**src/rtl/risc_pkg.sv**
```systemverilog
// Shared definitions for the 16-bit RISC core sequencer.
// Opcodes, state encoding and opcode classes.
package risc_pkg;

  localparam logic [3:0] OP_NOP = 4'h0;
  localparam logic [3:0] OP_LW  = 4'h1;
  localparam logic [3:0] OP_SW  = 4'h2;
  localparam logic [3:0] OP_BEQ = 4'h9;
  localparam logic [3:0] OP_BNE = 4'ha;
  localparam logic [3:0] OP_J   = 4'hb;
  localparam logic [3:0] OP_INC = 4'hc;
  localparam logic [3:0] OP_DEC = 4'hd;
  localparam logic [3:0] OP_CLR = 4'he;

  typedef enum logic [2:0] {
    S_FETCH  = 3'd0,
    S_DECODE = 3'd1,
    S_EXEC   = 3'd2,
    S_MEM    = 3'd3,
    S_WB     = 3'd4,
    S_HALT   = 3'd5
  } state_t;

  typedef enum logic [2:0] {
    C_NOP,
    C_LW,
    C_SW,
    C_ALU,
    C_BEQ,
    C_BNE,
    C_J
  } opclass_t;

endpackage

```
**src/rtl/risc_opcode_class.sv**
```systemverilog
// Opcode to instruction-class map.
// Everything not explicitly listed is ALU.
import risc_pkg::*;

module risc_opcode_class (
  input  logic [3:0] opcode,
  output opclass_t   cls
);

  // classify the opcode field
  always_comb begin
    cls = C_ALU;
    unique case (1'b1)
      (opcode == OP_NOP): cls = C_NOP;
      (opcode == OP_LW):  cls = C_LW;
      (opcode == OP_SW):  cls = C_SW;
      (opcode == OP_BEQ): cls = C_BEQ;
      (opcode == OP_BNE): cls = C_BNE;
      (opcode == OP_J):   cls = C_J;
      default:            cls = C_ALU;
    endcase
  end

endmodule

```
**src/rtl/risc_multicycle_sequencer.sv**
```systemverilog
// Multi-cycle FETCH/DECODE/EXEC/MEM/WB sequencer.
// Strobes decode from state plus same-cycle acks.
import risc_pkg::*;

module risc_multicycle_sequencer #(
  parameter int MEM_TIMEOUT = 15,
  parameter int CNT_W       = 16
) (
  input  logic             clk,
  input  logic             rst,
  input  logic [3:0]       opcode,
  input  logic             zero_flag,
  input  logic             stall,
  output logic             imem_req,
  input  logic             imem_ack,
  output logic             dmem_req,
  input  logic             dmem_ack,
  output logic             dmem_we,
  output logic             ir_load,
  output logic             pc_inc,
  output logic             pc_branch,
  output logic             pc_jump,
  output logic             rf_we,
  output logic [2:0]       state,
  output logic [CNT_W-1:0] instr_count,
  output logic             timeout_err
);

  localparam logic [7:0] WAIT_LAST = 8'(MEM_TIMEOUT - 1);

  state_t         st;
  opclass_t       cls;
  logic [7:0]     wcnt;
  logic [CNT_W-1:0] cnt;
  logic           terr;
  logic           retire;
  logic           is_br;
  logic           is_mem;

  risc_opcode_class u_cls (
    .opcode (opcode),
    .cls    (cls)
  );

  assign is_br  = (cls == C_BEQ) || (cls == C_BNE);
  assign is_mem = (cls == C_LW) || (cls == C_SW);

  // strobe and request decode; everything is low in reset
  always_comb begin
    imem_req  = 1'b0;
    dmem_req  = 1'b0;
    dmem_we   = 1'b0;
    ir_load   = 1'b0;
    pc_inc    = 1'b0;
    pc_branch = 1'b0;
    pc_jump   = 1'b0;
    rf_we     = 1'b0;
    retire    = 1'b0;
    if (!rst) begin
      unique case (st)
        S_FETCH: begin
          if (!stall) begin
            imem_req = 1'b1;
            ir_load  = imem_ack;
          end
        end
        S_DECODE: begin
          if (cls == C_NOP) begin
            pc_inc = 1'b1;
            retire = 1'b1;
          end else if (cls == C_J) begin
            pc_jump = 1'b1;
            retire  = 1'b1;
          end
        end
        S_EXEC: begin
          if (cls == C_BEQ) begin
            pc_branch = zero_flag;
            pc_inc    = !zero_flag;
            retire    = 1'b1;
          end else if (cls == C_BNE) begin
            pc_branch = !zero_flag;
            pc_inc    = zero_flag;
            retire    = 1'b1;
          end
        end
        S_MEM: begin
          dmem_req = 1'b1;
          dmem_we  = (cls == C_SW);
          if (dmem_ack && cls == C_SW) begin
            pc_inc = 1'b1;
            retire = 1'b1;
          end
        end
        S_WB: begin
          rf_we  = 1'b1;
          pc_inc = 1'b1;
          retire = 1'b1;
        end
        default: ;
      endcase
    end
  end

  // state, wait counter, retire counter and sticky timeout
  always_ff @(posedge clk) begin
    if (rst) begin
      st   <= S_FETCH;
      wcnt <= '0;
      cnt  <= '0;
      terr <= 1'b0;
    end else begin
      if (retire) cnt <= cnt + CNT_W'(1);
      unique case (st)
        S_FETCH: begin
          if (!stall && imem_ack) st <= S_DECODE;
        end
        S_DECODE: begin
          if (cls == C_NOP || cls == C_J) st <= S_FETCH;
          else st <= S_EXEC;
        end
        S_EXEC: begin
          wcnt <= '0;
          if (is_br) st <= S_FETCH;
          else if (is_mem) st <= S_MEM;
          else st <= S_WB;
        end
        S_MEM: begin
          if (dmem_ack) begin
            st <= (cls == C_SW) ? S_FETCH : S_WB;
          end else if (wcnt == WAIT_LAST) begin
            terr <= 1'b1;
            st   <= S_HALT;
          end else begin
            wcnt <= wcnt + 8'd1;
          end
        end
        S_WB: st <= S_FETCH;
        default: st <= S_HALT;
      endcase
    end
  end

  assign state       = rst ? 3'd0 : st;
  assign instr_count = rst ? '0 : cnt;
  assign timeout_err = rst ? 1'b0 : terr;

endmodule

```
**config.mk**
```make
export PLATFORM = sky130hd
export DESIGN_NAME = risc_multicycle_sequencer
export DESIGN_NICKNAME = d
export VERILOG_FILES = /design/src/rtl/risc_pkg.sv /design/src/rtl/risc_opcode_class.sv /design/src/rtl/risc_multicycle_sequencer.sv
export SDC_FILE = /design/constraint.sdc
export NUM_CORES = 1
export LEC_CHECK = 0
export BUFFER_PORTS_ARGS = -buffer_cell sky130_fd_sc_hd__buf_2
export CAP_MARGIN = 20
export CELL_PAD_IN_SITES_DETAIL_PLACEMENT = 2
export CELL_PAD_IN_SITES_GLOBAL_PLACEMENT = 2
export CORE_ASPECT_RATIO = 1.25
export CORE_MARGIN = 2
export CORE_UTILIZATION = 34
export CTS_BUF_LIST = sky130_fd_sc_hd__clkbuf_8
export DETAILED_ROUTE_END_ITERATION = 10
export GPL_TIMING_DRIVEN = 0
export PLACE_DENSITY_LB_ADDON = 0.1
export SLEW_MARGIN = 20
export SYNTH_ARGS = -nofsm -noshare
export SYNTH_HDL_FRONTEND = slang
export SYNTH_SLANG_ARGS = --single-unit
```
**constraint.sdc**
```tcl
create_clock -name clk -period 4.6 [get_ports clk]
set_input_delay 0.23 -clock clk [delete_from_list [all_inputs] [get_ports clk]]
set_output_delay 0.23 -clock clk [all_outputs]
set_load 0.02 [all_outputs]
```
# After elaboration in Yosys (flattened, before gate mapping)
# Index checks and enable logic that the tools add are counted.
[op_classes] n_addsub=2 mul=0 div=0 n_lt_le_gt_ge=0 n_eq_ne=19 shift=0 muxes=46 bitwise_logic=1 reduce_logical=14
[op_table] op="$mux W1" n=30
[op_table] op="$mux W3" n=7
[op_table] op="$pmux W3 S6" n=1
[op_table] op="$add A16 B1 Y16 const B" n=1
[op_table] op="$mux W16" n=1
[op_table] op="$mux W8" n=2
[op_table] op="$pmux W8 S2" n=1
[op_table] op="$pmux W3 S5" n=1
[op_table] op="$eq A3 B3 Y1 const B" n=4
[op_table] op="$eq A4 B4 Y1 const B" n=3
[op_table] op="$eq A3 B2 Y1 const B" n=3
[op_table] op="$add A8 B1 Y8 const B" n=1
[op_table] op="$eq A8 B4 Y1 const B" n=1
[op_table] op="$pmux W1 S4" n=2
[op_table] op="$eq A3 B1 Y1 const B" n=2
[op_table] op="$logic_not A3 Y1" n=2
[op_table] op="$ne A2 B2 Y1 const B" n=3
[op_table] op="$reduce_and A3 Y1" n=2
[op_table] op="$eq A4 B1 Y1 const B" n=1
[op_table] op="$eq A4 B2 Y1 const B" n=1
[op_table] op="$logic_not A4 Y1" n=1
[op_table] op="$logic_or A1 B1 Y1" n=3
[op_table] op="$ne A3 B3 Y1 const B" n=1
[op_table] op="$logic_and A1 B1 Y1" n=2
[op_table] op="5 further kinds" n=6
[totals] register_bits=28 latchBits=0 ram_bits=0 mem_bits_ro=0 input_bits=10 out_inout_bits=28 word_cells=86 mem_count=0

# Depth between registers and ports, before layout
# Gate-level depths: netlist of the first run.
[depth] depth_word=7 mapped_depth=9 mapped_depth_nobuf=6

# Hierarchy
# A second synthesis of the first run with hierarchy kept.
[unflattened] cells_unflattened=228 area_unflattened_um2=1883.1
[by_module_without_submodules] module="risc_multicycle_sequencer" instances=1 cells_each=220 area_each_um2=1825.5 seq_area_each_um2=560.5
[by_module_without_submodules] module="risc_opcode_class" instances=1 cells_each=8 area_each_um2=57.6 seq_area_each_um2=0.0

# Worst setup path before layout of the first run
# OpenSTA, ideal clock, no wires.
[synth_path] kind="register to output" startpoint="register st[0]" endpoint="output dmem_we" arrival_time_ns=1.791 t_required_ns=4.370 slack_ns=2.579 path_stages_with_launch=5 n_path_buf=0 path_cell_list="dfxtp_1 > clkinv_1 > nor2_1 > nand2_1 > nor4_1"
[synth_via] elab_chain_cells=3
[synth_rtl] element="from (decl)" line_no="risc_multicycle_sequencer.sv:31" rtl="state_t st;"
[synth_rtl] element="from (signal assigned)" line_no="risc_multicycle_sequencer.sv:130" rtl="st <= (cls == C_SW) ? S_FETCH : S_WB;"
[synth_rtl] element="$eq A3 B2 Y1" line_no="risc_multicycle_sequencer.sv:60" rtl="unique case (st)"
[synth_rtl] element="$mux W1" line_no="risc_multicycle_sequencer.sv:60"
[synth_rtl] element="$mux W1" line_no="risc_multicycle_sequencer.sv:59" rtl="if (!rst) begin"
[synth_rtl] element="to (decl)" line_no="risc_multicycle_sequencer.sv:18" rtl="output logic dmem_we,"
# No other way between the ends.

# Worst setup path after layout of the first run
[layout_path] startpoint="register st[2]" endpoint="register cnt[1]"
[layout_via] elab_chain_cells=3 word_cells_on_any_way=6 classes_between="4 x eq/ne; 2 x mux"
[layout_rtl] element="$eq A3 B3 Y1, or another cell as far along" line_no="risc_multicycle_sequencer.sv:60"
[layout_rtl] element="$pmux W1 S4 (*)" line_no="risc_multicycle_sequencer.sv:60"
[layout_rtl] element="$mux W1 (*)" line_no="risc_multicycle_sequencer.sv:59"
[layout_rtl] element="to (signal assigned)" line_no="risc_multicycle_sequencer.sv:113" rtl="if (retire) cnt <= cnt + CNT_W'(1);"
[layout_rtl] element="to (decl)" line_no="risc_multicycle_sequencer.sv:34" rtl="logic [CNT_W-1:0] cnt;"
# Every way passes the cells marked *; elsewhere a longest branch is shown, timed or not.
# A chain may end at the register's enable or synchronous reset.

==> metrics, run 1 <==
Setup crit start kind=register; Syn-to-layout area delta=17.95%; Area after DPL=0.002001 mm2; Hold Path Class=in -> reg; period utilization=49.50%; Sequential Power Share=55.5%; pre-CTS setup slack=2.224 ns; Sw Ratio=24.07%; Routed wire per std cell=16.11 um; DRT Wirelength=5.187 mm; syn avg cell area=7.922 um2; nets=274; Crit Reg-Reg Startpoint=st[2]; initial antenna violation count=0; largest net degree at the start of global routing=16; top area cells in the synthesized netlist=dfxtp_1 32%, nor2b_1 6.5%, nor2_1 6.2%; vias in the first global route=1806; max-slew violations=0; Residual DRC=0; final setup vio count=0; routed via count=1739; post-synth top area cell=dfxtp_1; CTS Hold Bufs=0; leak pwr=0.8536 nW; Port Buffers=36; GRT Overall Usage=19.37%; post-cts sizing count=0; min Tclk post-route=2.277 ns; post-CTS repair timing setup buffer count=0; Crit. Startpoint=st[2]; Syn Std Cell Area=0.001743 mm2; core region area=0.005007 mm2; vias per cell=5.401; slew margin rel.=63.41%; WS Path Type=reg -> reg; number of antenna diodes=0; Yosys cell types=46; Pre-Repair DR Iteration Count=4; Starting Density=34.81%; syn nets=233; worst path cell trace=buf_2, nand2b_1, buf_2, nor4b_2, a211oi_2, buf_6, buf_2, mux2i_1, nor2_1; number of synthesized flops with an enable pin=0; Clock Skew=0.002283 ns; clk slew on worst S/H paths=0.10 ns; pwr dens=213.3 mW/mm2; CP delay by family, top=buffers and inverters; Peak Freq=439.2 MHz; post-route setup TNS=0 ns; Arrival @ worst endpoint=2.43 ns; CP required=4.76 ns; Max Root-Sink Buffers=2; layout cells sized above 1=19.62%; Clk pwr share=35.0%; # H-tree levels=1; P_sw=0.1055 mW; flop-to-flop setup slack=2.32 ns; worst path setup slack after routing=2.323 ns; design area=0.002056 mm2; cts bufs inserted=3; Util after Layout=41.05%; Crit. End Element=register; crit path buf inv count=4; CTS tree=done; die area=0.005719 mm2; Synth Warn #=0; Post-Syn Instances=220; Overall Power=0.4385 mW; Hold Startpoint=opcode[2]; Async SR Flop Fraction=0%; clock sink total=28; most frequent cells after synthesis=29 x nor2_1, 28 x dfxtp_1, 18 x nor2b_1; GRT overflow=0; biggest cell delay along the critical path=0.50 ns; standard-cell row count=29; cell with the most instances after synthesis=nor2_1; sequential area share after synthesis=32.16%; antenna-violating nets left=0; die height=84.05 um; Die W=68.04 um; Detail Placement HPWL=4.114 mm; Crit-path slowest cell=a211oi_2; top cell type's share of synthesized area=32.16%; Final Hold Viols=0; RSZ-0062 raised after global routing=no; latest clock arrival within the worst-skew pair=0.27 ns; Gate power share=9.5%; VDD IR-drop max=0.08780 mV; Yosys reg bits=28; Root Driver=clkbuf_8; status=finished, final reports clean; global-route wire length before repair=8.521 mm; Main synth FF type=dfxtp_1; routability cong.=0.7492; Int Pwr=0.3329 mW; io pins=38; Max Cap Viol=0; actual slew at the worst max-slew pin=0.5478 ns; initial drt markers=85; critical path peak fanout=10; most frequent CP cell=buf_2
[registers in the layout, indices dropped and copies added, names as in the netlist]
register / count
cnt: 16
st: 3
wcnt: 8
terr: 1
[path summary, 6_finish.rpt]
path	to	cells past startpoint
worst max-delay path	cnt[1]	9
worst min-delay path	st[2]	3
worst max register to register	cnt[1]	9
worst min register to register	cnt[10]	2
[metrics by stage]
step                hold slack, ns  cells
detailed placement          0.4818    318
global route                0.3797    322
CTS                         0.3798    322
floorplan                   0.4519    220
finish                      0.3952    322
global placement            0.4704    318
[cells by family (layout without fill, tap and decap cells)]
group,count (synthesis),count (layout),share of synthesized area (%)
compound gates,34,34,14.00
xor+xnor,9,9,4.522
fa+ha+maj,3,3,2.154
buf+inv,19,59,4.737
flops,28,28,32.16
mux,9,9,5.599
simple gates,118,118,36.83
[final cells by class]
class / instances / area [um2]
flip-flops and latches: 28 / 560.5
well taps: 62 / 77.57
repair buffers: 36 / 180.2
inverters: 7 / 26.28
plain buffers: 12 / 56.30
fillers: 615 / 2952
multi-input cells: 173 / 1100
clock buffers: 4 / 55.05
[tightest hold or removal path, stage by stage]
cell and delay [ns]:
buf_2 0.15, o22ai_1 0.15, a211oi_1 0.10
[metal layers]
layer  track usage (%)  up-vias  wire length (um)
met5                 0        -                 0
met4             4.364        0                24
met3             2.024        2               107
met2             35.66       19              2852
met1             23.12      855              2203
li1                  -      863                 -
[power by group through the flow]
stage | Sequential [mW] | Clock [mW] | Combinational (mW)
finish | 0.244 | 0.153 | 0.0417
global route | 0.244 | 0.173 | 0.0463
CTS | 0.244 | 0.163 | 0.0422
detailed placement | 0.249 | 0 | 0.0421
global placement | 0.249 | 0 | 0.0416
floorplan | 0.249 | 0 | 0.0250
[cells in the final DEF, fill, tap and decap left out, drive strengths merged, types with 2 or more instances in the layout]
cell / instances
mux2i: 3
and3: 4
clkbuf: 9
nor4: 4
o22ai: 2
nor3: 8
and2: 3
xor2: 4
o21ai: 7
a21o: 3
nand2: 12
xnor2: 5
nor2b: 18
nor2: 29
nand4: 5
a21oi: 8
nand2b: 7
o31ai: 2
mux2: 6
or3: 3
nand3: 12
inv: 6
ha: 3
dfxtp: 28
buf: 43
a211oi: 6
or4: 7
Power figures use the tool's default switching activity.
==> run 2: changes to the inputs <==
--- a/config.mk
+++ b/config.mk
@@ -11,7 +11,7 @@
 export CELL_PAD_IN_SITES_GLOBAL_PLACEMENT = 2
 export CORE_ASPECT_RATIO = 1.25
 export CORE_MARGIN = 2
-export CORE_UTILIZATION = 34
+export CORE_UTILIZATION = 32
 export CTS_BUF_LIST = sky130_fd_sc_hd__clkbuf_8
 export DETAILED_ROUTE_END_ITERATION = 10
 export GPL_TIMING_DRIVEN = 0
==> constraint.sdc (replaced) <==
create_clock -name clk -period 2.2 [get_ports clk]
set_input_delay 0.11 -clock clk [delete_from_list [all_inputs] [get_ports clk]]
set_output_delay 0.11 -clock clk [all_outputs]
set_load 0.02 [all_outputs]
==> run 2 against run 1 <==
Compared with the run above: combinational power grew 110%; routed wire length grew 2.9%; worst setup slack lost 2.2 ns; final area grew 1.5%; via count grew 1.6%; first-iteration DRC count shrank 41%; sequential share of layout area shrank 0.41 points.
==> metrics, run 2 (synthesis gave the netlist of run 1 again) <==
max-slew violations=0; standard-cell row count=30; Sw Ratio=23.67%; Largest register FFs=16; Routed wire per std cell=16.42 um; Clk pwr share=41.6%; critical path peak fanout=10; Max Cap Viol=0; DRT Wirelength=5.336 mm; min Tclk post-route=2.116 ns; CTS Hold Bufs=0; latest clock arrival within the worst-skew pair=0.28 ns; largest registers=cnt x16, wcnt x8, st x3; Inst Count DP=320; Pre-Repair DR Iteration Count=4; layout cells sized above 1=20.69%; leak pwr=0.8689 nW; fillers=639; global-route wire length before repair=9.135 mm; die height=86.51 um; Port Buffers=36; number of antenna diodes=0; nets=275; Reg area=560.5 um2; cts bufs inserted=3; core region area=0.005330 mm2; CP required=2.42 ns; routed via count=1767; Clock Skew=0.001946 ns; Peak Freq=472.6 MHz; Root Driver=clkbuf_8; commonest non-fill, non-tap cells in the layout=40 x buf_2, 29 x nor2_1, 28 x dfxtp_1; Crit. End Element=register; fin cells=325; GRT Overall Usage=18.74%; largest net degree at the start of global routing=17; Final Hold Viols=0; vias in the first global route=1858; Overall Power=1.023 mW; GRT overflow=0; # H-tree levels=1; Hold Path Class=in -> reg; Starting Density=32.70%; Arrival @ worst endpoint=2.33 ns; Max Root-Sink Buffers=2; vias per cell=5.437; Biggest register=cnt; clk slew on worst S/H paths=0.11 ns; routability cong.=0.7885; actual slew at the worst max-slew pin=0.5335 ns; commonest non-fill, non-tap cell in the layout=buf_2; final setup vio count=0; WS Path Type=reg -> reg; Detail Placement HPWL=4.179 mm; antenna-violating nets left=0; io pins=38; CTS tree=done; Syn-to-layout area delta=19.74%; Residual DRC=0; area of the multi-input gates=0.001100 mm2; Setup crit start kind=register; initial antenna violation count=0; P_sw=0.2421 mW; pwr dens=490.1 mW/mm2; die area=0.006057 mm2; Int Pwr=0.7807 mW; VDD IR-drop max=0.2103 mV; slew margin rel.=64.43%; Die W=70.01 um; period utilization=96.17%; status=finished, final reports clean; initial drt markers=50; clock sink total=28; Sequential Power Share=49.8%; Gate power share=8.5%
run 2: per-stage QoR:
step | TNS, ns | hold WS [ns] | utilization [%] | instance area [um2] | setup WS (ns)
after floorplan | 0 | 0.3063 | - | 1743 | 0.2988
after global placement | -0.09043 | 0.4715 | 37.58 | 2003 | -0.07546
after detailed placement | -0.08959 | 0.4872 | 37.58 | 2003 | -0.07045
after CTS | 0 | 0.2364 | 39.08 | 2083 | 0.06443
after global routing | -0.03980 | 0.2606 | 39.15 | 2087 | -0.02232
final | 0 | 0.2481 | 39.15 | 2087 | 0.08421
run 2: final timing paths:
path | startpoint | end | slack (ns) | depth (start not counted)
max | st[0] | cnt[10] | 0.08 | 6
min reg2reg | cnt[10] | cnt[10] | 0.50 | 2
min | opcode[2] | st[2] | 0.25 | 3
max reg2reg | st[0] | cnt[10] | 0.08 | 6
run 2: routing by layer:
metal	part of all wire [%]	track usage (%)	vias up	wire length [um]
met3	2.0	2.209	4	109
met2	54	34.98	25	2883
li1	-	-	862	-
met1	43	22.82	876	2294
met4	0.92	4.720	0	49
met5	0	0	-	0
run 2: power groups by stage:
stage | registers, mW | logic [mW] | clock network [mW]
global route | 0.510 | 0.0981 | 0.455
floorplan | 0.521 | 0.0523 | 0
finish | 0.510 | 0.0874 | 0.426
detailed placement | 0.521 | 0.0886 | 0
CTS | 0.509 | 0.0895 | 0.435
global placement | 0.521 | 0.0869 | 0
run 2: area by class of cell:
cell class,count,share of cell area [%]
multi-input combinational,173,52.70
clock buffer,3,1.978
tap,64,3.837
clock inverter,1,1.439
sequential,28,26.86
timing repair buffer,37,8.993
inverter,7,1.439
buffer,12,2.758
run 2: repair_timing:
action,4_1_cts,5_1_grt
setup endpoints to repair,5,3
pin swaps,1,0
resized for setup,1,1
buffers inserted,1,0
run 2: critical path, stage by stage (launching register included):
cell and delay (ns):
dfxtp_1 0.46, clkinvlp_4 0.25, nor4b_2 0.40, a211oi_2 0.11
buf_4 0.17, or4_1 0.50, a21oi_1 0.15
